`src/rtl/flex_uart_pkg.sv`:
```
// Shared types and line levels for the flex serial peripherals.
package flex_uart_pkg;

    typedef enum logic [2:0] {
        IDLE,
        START,
        DATA,
        PARITY,
        STOP
    } tx_state_t;

    localparam logic UART_IDLE_LEVEL  = 1'b1;
    localparam logic UART_START_LEVEL = 1'b0;

endpackage

```
`src/rtl/flex_uart_tx_if.sv`:
```
// Valid/ready word handshake feeding the serial transmitter.
interface flex_uart_tx_if #(
    parameter int DATA_BITS = 8
);
    logic [DATA_BITS-1:0] tx_data;
    logic                 tx_valid;
    logic                 tx_ready;

    modport master (output tx_data, output tx_valid, input tx_ready);
    modport slave  (input tx_data, input tx_valid, output tx_ready);
endinterface

```
`src/rtl/flex_bit_timer.sv`:
```
// Rollover bit-period counter: counts 1..rollover_val_i, wrapping back to 1.
module flex_bit_timer #(
    parameter int NUM_CNT_BITS = 16
) (
    input  logic                    clk,
    input  logic                    n_rst,
    input  logic                    load_i,
    input  logic                    en_i,
    input  logic [NUM_CNT_BITS-1:0] rollover_val_i,
    output logic                    rollover_o
);
    localparam logic [NUM_CNT_BITS-1:0] CNT_ONE = NUM_CNT_BITS'(1);

    logic [NUM_CNT_BITS-1:0] count_q, count_d;

    assign rollover_o = en_i && (count_q == rollover_val_i);

    always_comb begin
        // NOTE: default first so every path assigns count_d and no latch is inferred.
        count_d = count_q;
        if (load_i || rollover_o) begin
            count_d = CNT_ONE;
        end else if (en_i) begin
            count_d = count_q + CNT_ONE;
        end
    end

    always_ff @(posedge clk) begin
        // NOTE: state uses non-blocking assignments; reset is sampled on the clock edge.
        if (!n_rst) begin
            count_q <= '0;
        end else begin
            count_q <= count_d;
        end
    end
endmodule

```
`src/rtl/flex_uart_tx.sv`:
```
// Serial transmitter: start, LSB-first data, optional parity, stop; bit period from clk_div.
module flex_uart_tx
    import flex_uart_pkg::*;
#(
    parameter int NUM_CNT_BITS = 16,
    parameter int DATA_BITS    = 8
) (
    input  logic                    clk,
    input  logic                    n_rst,
    input  logic [NUM_CNT_BITS-1:0] clk_div,
    input  logic                    parity_en,
    input  logic                    parity_odd,
    flex_uart_tx_if.slave           tx_if,
    output logic                    tx_serial,
    output logic                    busy,
    output logic                    done
);
    localparam int                IDX_W    = $clog2(DATA_BITS);
    localparam logic [IDX_W-1:0]  LAST_IDX = IDX_W'(DATA_BITS - 1);
    localparam logic [IDX_W-1:0]  IDX_ONE  = IDX_W'(1);

    tx_state_t                state_q, state_d;
    logic [DATA_BITS-1:0]     shift_q, shift_d;
    logic [IDX_W-1:0]         bit_idx_q, bit_idx_d;
    logic [NUM_CNT_BITS-1:0]  div_q;
    logic                     par_en_q, par_bit_q;
    logic                     tx_serial_q, tx_serial_d;
    logic                     done_q, done_d;
    logic                     roll, accept;

    assign busy           = (state_q != IDLE);
    assign tx_if.tx_ready = (state_q == IDLE) || ((state_q == STOP) && roll);
    assign accept         = tx_if.tx_valid && tx_if.tx_ready;
    assign tx_serial      = tx_serial_q;
    assign done           = done_q;

    flex_bit_timer #(.NUM_CNT_BITS(NUM_CNT_BITS)) u_bit_timer (
        .clk            (clk),
        .n_rst          (n_rst),
        .load_i         (accept),
        .en_i           (busy),
        .rollover_val_i (div_q),
        .rollover_o     (roll)
    );

    // tx_serial_d is the level for the state being entered, so the line is registered.
    always_comb begin
        state_d     = state_q;
        shift_d     = shift_q;
        bit_idx_d   = bit_idx_q;
        tx_serial_d = tx_serial_q;
        done_d      = 1'b0;
        case (state_q)
            IDLE: if (accept) begin
                state_d     = START;
                shift_d     = tx_if.tx_data;
                tx_serial_d = UART_START_LEVEL;
            end
            START: if (roll) begin
                state_d     = DATA;
                bit_idx_d   = '0;
                tx_serial_d = shift_q[0];
            end
            DATA: if (roll) begin
                if (bit_idx_q == LAST_IDX) begin
                    state_d     = par_en_q ? PARITY : STOP;
                    tx_serial_d = par_en_q ? par_bit_q : UART_IDLE_LEVEL;
                end else begin
                    bit_idx_d   = bit_idx_q + IDX_ONE;
                    shift_d     = shift_q >> 1;
                    tx_serial_d = shift_q[1];
                end
            end
            PARITY: if (roll) begin
                state_d     = STOP;
                tx_serial_d = UART_IDLE_LEVEL;
            end
            STOP: if (roll) begin
                done_d = 1'b1;
                if (accept) begin
                    state_d     = START;
                    shift_d     = tx_if.tx_data;
                    tx_serial_d = UART_START_LEVEL;
                end else begin
                    state_d     = IDLE;
                    tx_serial_d = UART_IDLE_LEVEL;
                end
            end
            default: begin
                state_d     = IDLE;
                tx_serial_d = UART_IDLE_LEVEL;
            end
        endcase
    end

    always_ff @(posedge clk) begin
        if (!n_rst) begin
            state_q     <= IDLE;
            shift_q     <= '0;
            bit_idx_q   <= '0;
            div_q       <= '0;
            par_en_q    <= 1'b0;
            par_bit_q   <= 1'b0;
            tx_serial_q <= UART_IDLE_LEVEL;
            done_q      <= 1'b0;
        end else begin
            state_q     <= state_d;
            shift_q     <= shift_d;
            bit_idx_q   <= bit_idx_d;
            tx_serial_q <= tx_serial_d;
            done_q      <= done_d;
            if (accept) begin
                div_q     <= (clk_div == '0) ? NUM_CNT_BITS'(1) : clk_div;
                par_en_q  <= parity_en;
                par_bit_q <= (^tx_if.tx_data) ^ parity_odd;
            end
        end
    end
endmodule

```
`src/flat_wrapper.sv`:
```
// flat-port wrapper written by rule: the top's interface ports become plain ports
module flex_uart_tx_flat import flex_uart_pkg::*;
#(
    parameter int NUM_CNT_BITS = 16,
    parameter int DATA_BITS    = 8
)
  (clk, n_rst, clk_div, parity_en, parity_odd, tx_serial, busy, done, tx_if_tx_data, tx_if_tx_valid, tx_if_tx_ready);
  flex_uart_tx_if #(.DATA_BITS(DATA_BITS)) tx_if_i ();
  input  logic clk;
  input  logic n_rst;
  input  logic [NUM_CNT_BITS-1:0] clk_div;
  input  logic parity_en;
  input  logic parity_odd;
  output logic tx_serial;
  output logic busy;
  output logic done;
  input wire logic [$bits(tx_if_i.tx_data)-1:0] tx_if_tx_data;
  input wire logic [$bits(tx_if_i.tx_valid)-1:0] tx_if_tx_valid;
  output wire logic [$bits(tx_if_i.tx_ready)-1:0] tx_if_tx_ready;
  assign tx_if_i.tx_data = tx_if_tx_data;
  assign tx_if_i.tx_valid = tx_if_tx_valid;
  assign tx_if_tx_ready = tx_if_i.tx_ready;
  flex_uart_tx #(.NUM_CNT_BITS(NUM_CNT_BITS), .DATA_BITS(DATA_BITS)) u_core (.clk(clk), .n_rst(n_rst), .clk_div(clk_div), .parity_en(parity_en), .parity_odd(parity_odd), .tx_if(tx_if_i), .tx_serial(tx_serial), .busy(busy), .done(done));
endmodule
```
`config.mk`:
```
export PLATFORM = sky130hd
export DESIGN_NAME = flex_uart_tx_flat
export DESIGN_NICKNAME = d
export VERILOG_FILES = /design/src/rtl/flex_uart_pkg.sv /design/src/rtl/flex_uart_tx_if.sv /design/src/rtl/flex_bit_timer.sv /design/src/rtl/flex_uart_tx.sv /design/src/flat_wrapper.sv
export SDC_FILE = /design/constraint.sdc
export NUM_CORES = 1
export LEC_CHECK = 0
export ABC_AREA = 1
export CAP_MARGIN = 5
export CORE_ASPECT_RATIO = 1.2
export CORE_UTILIZATION = 60
export DETAILED_ROUTE_END_ITERATION = 8
export GPL_ROUTABILITY_DRIVEN = 1
export PLACE_DENSITY = 0.93
export REMOVE_ABC_BUFFERS = 1
export SLEW_MARGIN = 20
export SYNTH_ARGS = -nofsm -noshare
export SYNTH_HDL_FRONTEND = slang
export SYNTH_SLANG_ARGS = --single-unit
```
`constraint.sdc`:
```
create_clock -name clk -period 5 [get_ports clk]
set_clock_uncertainty 0.15 [all_clocks]
set_input_delay 0.75 -clock clk [delete_from_list [all_inputs] [get_ports clk]]
set_output_delay 0.75 -clock clk [all_outputs]
set_load 0.1 [all_outputs]
```
==> results of run 1 <==
==> per-stage QoR <==
step | instances | cell area (um2) | setup slack, ns | util [%] | hold slack (ns)
detailed placement | 497 | 3120 | 1.74 | 71.6 | 0.321
CTS | 505 | 3210 | 1.37 | 73.6 | 0.333
finish | 505 | 3210 | 1.36 | 73.6 | 0.331
global placement | 497 | 3120 | 1.77 | 71.6 | 0.303
global route | 505 | 3210 | 1.26 | 73.6 | 0.350
floorplan | 409 | 2730 | 2.53 | - | 0.287
==> area by class of cell <==
| cell class | instances | area, um2 | share of cell area (%) |
|---|---|---|---|
| Clock inverter | 2 | 13.8 | 0.429 |
| Clock buffer | 6 | 72.6 | 2.26 |
| Tap cell | 56 | 70.1 | 2.18 |
| Inverter | 51 | 191 | 5.96 |
| Timing Repair Buffer | 32 | 320 | 9.98 |
| Sequential cell | 50 | 1000 | 31.2 |
| Multi-Input combinational cell | 308 | 1540 | 48.0 |
==> logic make-up after synthesis <==
| group | count (synthesis) |
|---|---|
| simple gates | 223 |
| buf+inv | 61 |
| xor+xnor | 11 |
| fa+ha+maj | 3 |
| compound gates | 70 |
| flops | 50 |
| mux | 1 |
==> critical path, cell delays in order, from the launching register on <==
cell	delay [ns]
dfxtp_1	0.44
inv_2	0.07
nand2_1	0.07
nand2_1	0.10
nor2_1	0.15
nand2_1	0.06
nor2_1	0.09
nand2_1	0.10
o21bai_4	0.19
clkdlybuf4s50_1	1.17
==> synth_stat cells, types with 2 or more instances <==
cell / n
inv_1: 40
o21ai_0: 27
a211oi_1: 2
a31oi_1: 2
nand3_1: 12
dfxtp_1: 50
nor2_2: 3
or2_2: 2
inv_2: 11
a21oi_1: 33
xor2_1: 7
nand2_1: 123
nand4_1: 8
nor4_1: 4
xnor2_1: 4
ha_1: 3
nor3_2: 2
buf_4: 2
buf_2: 3
nand2_4: 4
nor2_1: 50
nor3_1: 7
nor3b_1: 3
clkbuf_1: 4
==> power by group through the flow <==
| stage | sequential [mW] | combinational (mW) | clock, mW |
|---|---|---|---|
| 2_1_floorplan | 0.563 | 0.530 | 0 |
| 3_3_place_gp | 0.545 | 0.693 | 0 |
| 3_5_place_dp | 0.548 | 0.711 | 0 |
| 4_1_cts | 0.539 | 0.717 | 0.235 |
| 5_1_grt | 0.552 | 0.803 | 0.253 |
| 6_report | 0.540 | 0.722 | 0.233 |
==> cells in the final DEF, fill, tap and decap left out <==
cell / n
a211oi_1: 2
a211oi_2: 1
a21o_1: 1
a21oi_1: 33
a31oi_1: 2
and2_0: 1
clkbuf_1: 1
clkbuf_8: 5
clkdlybuf4s50_1: 32
clkinv_2: 1
clkinv_4: 1
dfxtp_1: 50
ha_1: 3
inv_1: 40
inv_2: 11
mux2i_1: 1
nand2_1: 123
nand2_2: 1
nand2_4: 4
nand3_1: 12
nand3_2: 1
nand3_4: 1
nand4_1: 8
nor2_1: 50
nor2_2: 3
nor3_1: 7
nor3_2: 2
nor3_4: 1
nor3b_1: 3
nor4_1: 4
o2111a_1: 1
o21ai_0: 27
o21ai_4: 1
o21bai_4: 1
o31ai_1: 1
or2_2: 2
xnor2_1: 4
xor2_1: 7
==> routing by layer <==
| layer | GRT usage (%) | up-vias | part of all wire (%) |
|---|---|---|---|
| li1 | - | 1397 | - |
| met1 | 30.6 | 1262 | 42 |
| met2 | 49.4 | 83 | 51 |
| met3 | 5.51 | 23 | 4.0 |
| met4 | 15.3 | 0 | 3.4 |
| met5 | 0 | - | 0 |
==> flip-flops by register name, indices dropped and copies added, names as in the netlist <==
name / cells
u_core.bit_idx_q: 3
u_core.div_q: 16
u_core.done: 1
u_core.par_bit_q: 1
u_core.par_en_q: 1
u_core.shift_q: 8
u_core.state_q: 3
u_core.tx_serial: 1
u_core.u_bit_timer.count_q: 16
==> final timing paths <==
check / startpoint / to / slack, ns / cells after the start
max reg2reg: u_core.u_bit_timer.count_q[8] / u_core.u_bit_timer.count_q[7] / 2.67 / 10
max: u_core.u_bit_timer.count_q[2] / tx_if_tx_ready / 1.36 / 9
min reg2reg: u_core.bit_idx_q[2] / u_core.bit_idx_q[2] / 0.33 / 2
min: u_core.bit_idx_q[2] / u_core.bit_idx_q[2] / 0.33 / 2
==> flow_summary.toml, run 1 <==
[critical_path]
critPathMaxFanout = 5
cp-start-kind = "flop"
cp_data_required_time_ns = 4.10
arrival_ns = 2.74
critPathCaptureType = "output port"
crit_type = "flop to output port"

[run_status]
status = "finished clean"

[cells_and_area]
antenna-diode-count = 0
num-fill-cells = 358
finalNetCount = 480
layout-drive-gt1-share_pct = 8.02
area_growth_pct = 15.1

[synthesis]
syn_inst = 419
synth_edf_count = 0
synth-seq-area-share_pct = 35.9
yosys.area_share.xor_xnor_pct = 3.45
avgSynthCellArea_um2 = 6.66
ys_ff_latch = 50
synth_mux_area_share_pct = 0.359
synth_top_area_cell = "dfxtp_1"
synth_simple_gate_area_share_pct = 35.7
async_flop_share_pct = 0
synth_compound_area_share_pct = 14.4
synth_top_family_by_area = "simple AND/OR/NAND/NOR gates"
synth_top_area_share_pct = 35.9
synth_warnings = 0
yosys.area_share.adder_pct = 1.35
synthTopCellsByArea = "dfxtp_1 36%, nand2_1 17%, nor2_1 6.7%"
synth_cell_types = 37
synthFlopType = "dfxtp_1"
syn_area_um2 = 2790

[placed_design]
portBuffers = 32
dp_hpwl_um = 4750
place_congestion = 0.940

[global_routing]
grt_pass1_wl_um = 10800
grt_use_total_pct = 27.9
overflow = 0
grt_pass1_vias = 2599
grt_max_degree = 38
antenna_found_initial = 0

[floorplan]
start_util_pct = 64.0
dieArea_um2 = 4930
die_h_um = 76.7
core_area_um2 = 4360
rows = 26
fp.dieW_um = 64.2
io_pins = 33

[run]
cap_violations = 0

[clock_network]
cts_resized = 0
clock_path_buffers = 2
clkTransAtPathRegs_ns = 0.09
insertion_delay_ns = 0.30
cts_buffers = 5
cts.sinks = 50
htreeDepth = 2
cts_setup_buffers = 0
clockRootBuffer = "clkbuf_8"
cts_tree = "done"
hold_buffers = 0

[pwr]
total_power_mw = 1.49
internal-power_uw = 813
power.share.sequential_pct = 36.1
switching_share_pct = 45.6
comb_power_share_pct = 48.3
leakage_nw = 1.35
clkPwrFrac_pct = 15.6
peakVddDrop_mv = 0.457
power_per_cell_area_nw_per_um2 = 466
power_switching_uw = 682

[timing]
final_max_slew_viol_count = 0
tightest_slew_ns = 0.962
fin_tns_setup_ns = 0
relSlewSlack_pct = 35.7
period_minus_slack_ns = 3.64
max_freq_ghz = 0.275
finalHoldViolCount = 0
grt_setup_unrepaired = "false"
final_min_period_over_clock_period_pct = 72.9
setup_viol = 0

[route]
dr.first_iter.drc_count = 179
drt_pre_antenna_iters = 5
drt_wl_total_um = 6400
ant_nets = 0
post_drt_wl_per_cell_um = 12.7
vias = 2765
drc_errors = 0
routed_via_density = 5.48

[hold_path]
hold_path_class = "flop to flop"
Power figures use the tool's default switching activity.
==> inputs of run 2 (changes only) <==
--- a/config.mk
+++ b/config.mk
@@ -8,10 +8,10 @@
 export ABC_AREA = 1
 export CAP_MARGIN = 5
 export CORE_ASPECT_RATIO = 1.2
-export CORE_UTILIZATION = 60
+export CORE_UTILIZATION = 56
 export DETAILED_ROUTE_END_ITERATION = 8
 export GPL_ROUTABILITY_DRIVEN = 1
-export PLACE_DENSITY = 0.93
+export PLACE_DENSITY = 0.88
 export REMOVE_ABC_BUFFERS = 1
 export SLEW_MARGIN = 20
 export SYNTH_ARGS = -nofsm -noshare
==> constraint.sdc (replaced) <==
create_clock -name clk -period 3.81 [get_ports clk]
set_clock_uncertainty 0.15 [all_clocks]
set_input_delay 0.5715 -clock clk [delete_from_list [all_inputs] [get_ports clk]]
set_output_delay 0.5715 -clock clk [all_outputs]
set_load 0.1 [all_outputs]
==> run 2 against run 1 <==
Worst hold slack got worse by 0.0099 ns. Largest power group unchanged. Non-clock buffer count increased by 1. Total power increased by 32%. Routed wire length decreased by 4.8%. Core utilization decreased by 5.0 points. Sequential power increased by 31%. Critical endpoint is now busy. Clock power increased by 42%. Largest cell class unchanged.
==> flow_summary.toml, run 2 (synthesis gave the netlist of run 1 again) <==
[hold_path]
hold_path_depth = 2
hold_path_class = "flop to flop"
whs_endpoint = "u_core.bit_idx_q[1]"
hp-start = "u_core.bit_idx_q[1]"

[global_routing]
grt_pass1_vias = 2469
grt_pass1_wl_um = 10200
overflow = 0
grt_use_total_pct = 25.4
grt_max_degree = 38
antenna_found_initial = 0

[critical_path]
rr_worst_depth = 14
critPathMaxFanout = 7
ff2ff_setup_slack_ns = 1.54
crit_type = "flop to output port"
slowest_delay_ns = 1.14
arrival_ns = 2.07
cp_data_required_time_ns = 3.09
crit_start = "u_core.state_q[0]"
cp-start-kind = "flop"
cp_slowest_cell = "clkdlybuf4s50_1"
rr_endpoint = "u_core.shift_q[2]"
reg2reg_from = "u_core.u_bit_timer.count_q[8]"
critPathCaptureType = "output port"
path_cells = "nor2_2 > nand2_4 > clkdlybuf4s50_1"

[placed_design]
portBuffers = 32
dp_hpwl_um = 4570
dpl_cell_area_um2 = 3130
place_congestion = 0.873

[floorplan]
fp.dieW_um = 66.4
core_area_um2 = 4700
io_pins = 33
rows = 27
die_h_um = 79.3
dieArea_um2 = 5270
start_util_pct = 59.4

[run]
cap_violations = 0

[cells_and_area]
multiInputGateArea_um2 = 1540
layout-drive-gt1-share_pct = 8.44
final_cell_mix = "123 x nand2_1, 50 x nor2_1, 50 x dfxtp_1, 40 x inv_1, 33 x a21oi_1"
ff_latch_area_um2 = 1000
area_growth_pct = 15.5
final_common_cell = "nand2_1"
finalNetCount = 481
antenna-diode-count = 0
num-fill-cells = 399
largest_registers = "u_core.div_q x16, u_core.u_bit_timer.count_q x16, u_core.shift_q x8"
fin_area_um2 = 3220

[clock_network]
cts_setup_buffers = 0
cts.sinks = 50
clock_path_buffers = 2
cts_resized = 0
clkTransAtPathRegs_ns = 0.09
htreeDepth = 2
hold_buffers = 0
insertion_delay_ns = 0.31
clockRootBuffer = "clkbuf_8"
cts_buffers = 5
cts_tree = "done"

[pwr]
total_power_mw = 1.97
peakVddDrop_mv = 0.540
leakage_nw = 1.36
power_per_cell_area_nw_per_um2 = 612

[timing]
setup_viol = 0
final_max_slew_viol_count = 0
fin_tns_setup_ns = 0
finalHoldViolCount = 0
relSlewSlack_pct = 35.8
period_minus_slack_ns = 2.80
final_min_period_over_clock_period_pct = 73.4
grt_setup_unrepaired = "false"
max_freq_ghz = 0.358
tightest_slew_ns = 0.960

[route]
m1WireLength_um = 2630
drt_pre_antenna_iters = 4
met2RoutedLength_um = 3090
ant_nets = 0
routed_via_density = 5.30
topRoutingLayerUsed = "met4"
drc_errors = 0
drt_wl_total_um = 6100
vias = 2692
wl_met3_um = 230
post_drt_wl_per_cell_um = 12.0
dr.first_iter.drc_count = 160

[run_status]
status = "finished clean"
[run 2: changes by cell type in the layout (fill, tap and decap cells not counted)]
cell / delta
clkdlybuf4s50_1: -1
clkbuf_8: +1
clkinv_4: -1
buf_4: +2
[run 2: layer usage]
layer,track usage [%],vias up
met1,28.4,1215
li1,-,1401
met4,12.1,0
met3,5.32,17
met5,0,-
met2,44.8,59
[run 2: worst max-delay path, delay by kind of cell (launching register included)]
family	cells	cell delay, ns
buffers and inverters	1	1.14
flip-flops	1	0.43
AND/OR/NAND/NOR	2	0.20
[run 2: cell type report]
type                    instances  area share [%]
clock buffers                   7            2.68
clock inverters                 1           0.155
inverters                      51            5.94
multi-input cells             308            47.8
flip-flops and latches         50            31.1
well taps                      58            2.25
repair buffers                 33            10.1
[run 2: worst max path at each step]
stage	to	slack (ns)	cells after the start
floorplan	u_core.shift_q[2]	1.34	13
global placement	busy	1.40	3
detailed placement	busy	1.36	3
CTS	busy	1.01	3
global route	busy	0.94	3
finish	busy	1.01	3
[run 2: stage by stage]
stage	cells	hold slack [ns]	setup WS, ns	utilization (%)
after floorplan	409	0.287	1.34	-
after global placement	500	0.304	1.40	66.7
after detailed placement	500	0.307	1.36	66.7
after CTS	508	0.320	1.01	68.6
after global routing	508	0.341	0.938	68.6
final	508	0.321	1.01	68.6
[run 2: power breakdown]
part	total, mW	leakage (nW)	internal [mW]	switching [mW]
logic	0.934	0.901	0.294	0.640
clock network	0.330	0.0482	0.147	0.183
registers	0.708	0.410	0.640	0.0679
total	1.97	1.36	1.08	0.890
==> inputs of run 3 (changes only) <==
--- a/config.mk
+++ b/config.mk
@@ -8,10 +8,10 @@
 export ABC_AREA = 1
 export CAP_MARGIN = 5
 export CORE_ASPECT_RATIO = 1.2
-export CORE_UTILIZATION = 56
+export CORE_UTILIZATION = 50
 export DETAILED_ROUTE_END_ITERATION = 8
 export GPL_ROUTABILITY_DRIVEN = 1
-export PLACE_DENSITY = 0.88
+export PLACE_DENSITY = 0.83
 export REMOVE_ABC_BUFFERS = 1
 export SLEW_MARGIN = 20
 export SYNTH_ARGS = -nofsm -noshare
==> constraint.sdc (replaced) <==
create_clock -name clk -period 2.3 [get_ports clk]
set_clock_uncertainty 0.15 [all_clocks]
set_input_delay 0.345 -clock clk [delete_from_list [all_inputs] [get_ports clk]]
set_output_delay 0.345 -clock clk [all_outputs]
set_load 0.1 [all_outputs]
==> run 3 against run 2 <==
Global-route usage down 2.4 points. Sequential cell count unchanged. Via count up 5.1%. Cell count up 3.9%. Sequential power up 68%. Combinational power up 93%. Core utilization down 3.1 points. Clock-buffer cell count unchanged. Clock power up 61%. Largest cell class unchanged.
==> flow_summary.toml, run 3 (synthesis gave the netlist of run 1 again) <==
[run_status]
status = "finished clean"

[pwr]
leakage_nw = 1.47
total_power_mw = 3.52
power_per_cell_area_nw_per_um2 = 1010
peakVddDrop_mv = 0.855

[cells_and_area]
area_growth_pct = 25.3
final_common_cell = "nand2_1"
finalNetCount = 497
largest_registers = "u_core.div_q x16, u_core.u_bit_timer.count_q x16, u_core.shift_q x8"
fin_area_um2 = 3490
layout-drive-gt1-share_pct = 26.2
num-fill-cells = 450
antenna-diode-count = 0
final_util_pct = 65.5
final_cell_mix = "103 x nand2_1, 44 x nor2_1, 33 x a21oi_1, 31 x inv_1, 28 x clkdlybuf4s50_1"

[route]
drt_wl_total_um = 6820
drt_pre_antenna_iters = 4
vias = 2830
post_drt_wl_per_cell_um = 12.9
drc_errors = 0
routed_via_density = 5.36
ant_nets = 0
dr.first_iter.drc_count = 260

[global_routing]
grt_pass1_wl_um = 11000
antenna_found_initial = 0
grt_max_degree = 31
grt_use_total_pct = 22.9
gr-max-usage-layer = "met2"
grt_util_met3_pct = 4.35
grt_pass1_vias = 2558
overflow = 0
use_met1_pct = 27.4
met2_usage_pct = 40.6

[timing]
setup_viol = 0
relSlewSlack_pct = 66.8
finalHoldViolCount = 0
max_freq_ghz = 0.439
final_min_period_over_clock_period_pct = 99.0
tightest_slew_ns = 0.493
period_minus_slack_ns = 2.28
grt_setup_unrepaired = "true"
fin_tns_setup_ns = 0
final_max_slew_viol_count = 0
timing.final.ws_setup_ns = 0.0237

[placed_design]
place_ws_ns = 0.199
dpl_cell_area_um2 = 3180
dp_hpwl_um = 4800
place_congestion = 0.828
portBuffers = 32

[critical_path]
arrival_ns = 1.78
cp_data_required_time_ns = 1.80
critPathCaptureType = "output port"
critPathMaxFanout = 5
cp-start-kind = "flop"
crit_type = "flop to output port"

[clock_network]
cts.sinks = 50
cts_tree = "done"
clkTransAtPathRegs_ns = 0.09
clock_path_buffers = 2
clockRootBuffer = "clkbuf_8"
cts_buffers = 5
htreeDepth = 2
insertion_delay_ns = 0.30

[floorplan]
dieArea_um2 = 5880
die_h_um = 83.8
start_util_pct = 52.3
core_area_um2 = 5330
fp.dieW_um = 70.2
rows = 29
io_pins = 33

[hold_path]
hold_path_class = "flop to flop"

[run]
cap_violations = 0
[run 3: worst max-delay path, stage by stage (launching register included)]
cell and delay (ns):
dfxtp_4 0.38, inv_2 0.03, nand2_1 0.06, nand2_2 0.08
nor2_2 0.16, nand2_1 0.07, nor2_1 0.11, nand2_1 0.09
o21bai_4 0.19, buf_6 0.14, buf_12 0.16
[run 3: where the power goes]
part           internal (mW)  switching, mW  leakage (nW)
logic                  0.639           1.16         0.996
registers               1.07          0.121         0.425
clock network          0.243          0.288        0.0482
[run 3: metal layers]
layer	up-vias	wire length, um
li1	1431	-
met5	-	0
met2	83	3490
met1	1301	2850
met4	0	158
met3	15	314
[run 3: cell type report]
cell class,instances,area (um2),share of cell area [%]
Clock inverter,1,5.00,0.143
Sequential cell,50,1060,30.4
Timing Repair Buffer,49,454,13.0
Multi-Input combinational cell,308,1620,46.2
Clock buffer,7,86.3,2.47
Inverter,51,194,5.55
Tap cell,62,77.6,2.22
[run 3: final timing paths]
| kind | endpoint | slack [ns] | from | cells after the start |
|---|---|---|---|---|
| setup reg to reg | u_core.div_q[12] | 0.19 | u_core.u_bit_timer.count_q[3] | 12 |
| setup / recovery | tx_if_tx_ready | 0.02 | u_core.u_bit_timer.count_q[3] | 10 |
| hold reg to reg | u_core.div_q[11] | 0.32 | u_core.div_q[11] | 2 |
| hold / removal | u_core.div_q[11] | 0.32 | u_core.div_q[11] | 2 |
[run 3: repair_timing]
item,4_1_cts,5_1_grt
gates cloned,0,0
resized for setup,3,75
setup endpoints to repair,1,5
hold buffers,0,0
buffers inserted,0,11
pin swaps,0,22
endpoints found under the hold margin,0,0
[run 3: stage by stage]
stage	cells	hold slack, ns
floorplan	409	0.287
global placement	509	0.304
detailed placement	509	0.314
CTS	517	0.328
global route	528	0.347
finish	528	0.322
==> patch (settings of run 2) <==
`shift_q` no longer has a reset.
--- a/src/rtl/flex_uart_tx.sv
+++ b/src/rtl/flex_uart_tx.sv
@@ -96,7 +96,6 @@
     always_ff @(posedge clk) begin
         if (!n_rst) begin
             state_q     <= IDLE;
-            shift_q     <= '0;
             bit_idx_q   <= '0;
             div_q       <= '0;
             par_en_q    <= 1'b0;
@@ -105,7 +104,6 @@
             done_q      <= 1'b0;
         end else begin
             state_q     <= state_d;
-            shift_q     <= shift_d;
             bit_idx_q   <= bit_idx_d;
             tx_serial_q <= tx_serial_d;
             done_q      <= done_d;
@@ -116,5 +114,9 @@
             end
         end
     end
+
+    always_ff @(posedge clk) begin
+        shift_q <= shift_d;
+    end
 endmodule
 
Behaviour: no difference found for any inputs over 10 cycles, from zero or initial values and one cycle with n_rst low; that may be too few to reach the edited logic, so the function may still have changed.
==> patch against run 2 <==
Synthesized area is 5.8% higher. Cell area grew 5.0%. Total power grew 7.7%. Critical path type unchanged. Routed wire length increased by 16%. Sequential cell count did not move. Setup slack got worse by 0.18 ns. Global-route usage up 2.3 points.
==> patch: results (changes against run 2) <==
* Status: finished, final reports clean
* Share of cells above drive strength 1 at 8.10% (-0.34 points)
* Main flop type after synthesis: dfxtp_1
* Vias in the first global route at 2610 (+5.7%)
* Crit path max fanout at 37 (+30)
* 1st-iter DRT viols at 146 (-8.8%)
* Post-CTS setup buffer count at 0 (unchanged)
* Global-route wire length before repair at 11400 um (+11%)
* GR Util All Layers at 27.7% (+2.3 points)
* CP top delay family: simple AND/OR/NAND/NOR gates
* Crit-path max cell delay at 0.47 ns (-0.67 ns)
* Clock transition at the registers of the reported paths at 0.09 ns (about the same)
* Post-CTS resize count at 0 (unchanged)
* Worst-margin pin slew at 0.968 ns (+0.00789 ns)
* Asr flop ratio synth at 0% (unchanged)
* Final nets at 500 (+4.0%)
* Maximum VDD drop at 0.000489 V (-9.5%)
* Routed vias at 2855 (+6.1%)
* Number of diodes at 0 (unchanged)
* Largest net degree at the start of global routing at 38 (unchanged)
* Clk root buf: clkbuf_8
* Syn. warnings at 0 (unchanged)
* Initial Util at 58.9% (-0.48 points)
* Clock Tree Buf Depth at 2 (unchanged)
* DR WL/cell at 13.4 um (+11%)
* Post-synth cell types at 34 (-8.1%)
* PortBufs at 32 (unchanged)
* Num CTS Buffers at 5 (unchanged)
* Fillers at 431 (+8.0%)
* Top Registers: u_core.div_q: 16 flops, u_core.u_bit_timer.count_q: 16 flops, u_core.shift_q: 8 flops
* Top cells by count, synth: nand2_1 (121), nor2_1 (59), inv_1 (53)
* TritonRoute pass-1 iters at 5 (+1)
* Post-synth EDFFs at 8 (+8)
* Synth top area cells: dfxtp_1 (28%), nand2_1 (15%), edfxtp_1 (8.1%), nor2_1 (7.5%), inv_1 (6.7%)
* Antenna violations before repair at 0 (unchanged)
* Switching share of power at 44.5% (-0.63 points)
* RD Place Congestion at 0.983 (+13%)
* Lkg Pwr at 1.52 nW (+11%)
* Post-DP HPWL at 5130 um (+12%)
* Sequential share of the synthesized area at 36.6% (+0.74 points)
* Clock latency on the worst-skew pair at 0.31 ns (about the same)
* Worst path slowest cell: dfxtp_1
* Worst hold path type: reg -> reg
* H-tree depth reported by CTS at 2 (unchanged)
==> patch: cell count changes in the layout (fill, tap and decap cells not counted), sizes merged, moves of 4 or more <==
cell    delta
dfxtp      -8
nand3     +18
inv        +6
nand3b    +12
o21ai     -15
nand4      -4
edfxtp     +8
a21oi      -7
nor2      +13
xnor2      +4
==> patch: logic make-up after synthesis <==
| group | synth area share (%) |
|---|---|
| AND/OR/NAND/NOR | 39.0 |
| flip-flops | 36.6 |
| AO/OA/AOI/OAI | 8.18 |
| adder cells (fa/ha/maj) | 1.27 |
| buffers and inverters | 10.5 |
| XOR/XNOR | 4.45 |
==> patch: through the flow <==
step | instance area, um2 | std cells | worst slack (ns) | util [%]
final | 3380 | 529 | 0.838 | 67.5
after global routing | 3380 | 529 | 0.678 | 67.5
after CTS | 3380 | 529 | 0.855 | 67.5
after detailed placement | 3270 | 521 | 0.956 | 65.3
after global placement | 3270 | 521 | 1.03 | 65.3
after floorplan | 2860 | 427 | 0.714 | -
==> patch: final cells by class <==
cell class / count / area share, %
Multi-Input combinational cell: 318 / 46.2
Timing Repair Buffer: 34 / 9.76
Tap cell: 60 / 2.22
Sequential cell: 50 / 32.0
Clock inverter: 3 / 1.33
Clock buffer: 5 / 2.03
Inverter: 59 / 6.55
==> patch: worst paths after layout <==
path / from / endpoint / slack (ns) / cells after the start
min: u_core.tx_serial / u_core.tx_serial / 0.34 / 2
max reg2reg: u_core.state_q[0] / u_core.shift_q[0] / 0.94 / 10
max: u_core.state_q[0] / tx_if_tx_ready / 0.84 / 9
min reg2reg: u_core.tx_serial / u_core.tx_serial / 0.34 / 2
==> patch: worst min-delay path: stages, from the launching register on <==
cell     delay (ns)
dfxtp_1        0.34
a21oi_1        0.07
nand2_1        0.06
==> patch: routing by layer <==
layer  global-route usage (%)  routed length, um
met5                        0                  0
met1                     30.3               2920
met3                     5.97                334
met2                     50.1               3600
met4                     11.9                213
==> patch: power by group through the flow <==
stage,registers (mW),logic [mW],clock network (mW)
finish,0.784,0.958,0.381
global route,0.795,1.07,0.396
CTS,0.780,0.949,0.384
detailed placement,0.792,0.933,0
global placement,0.786,0.911,0
floorplan,0.797,0.693,0
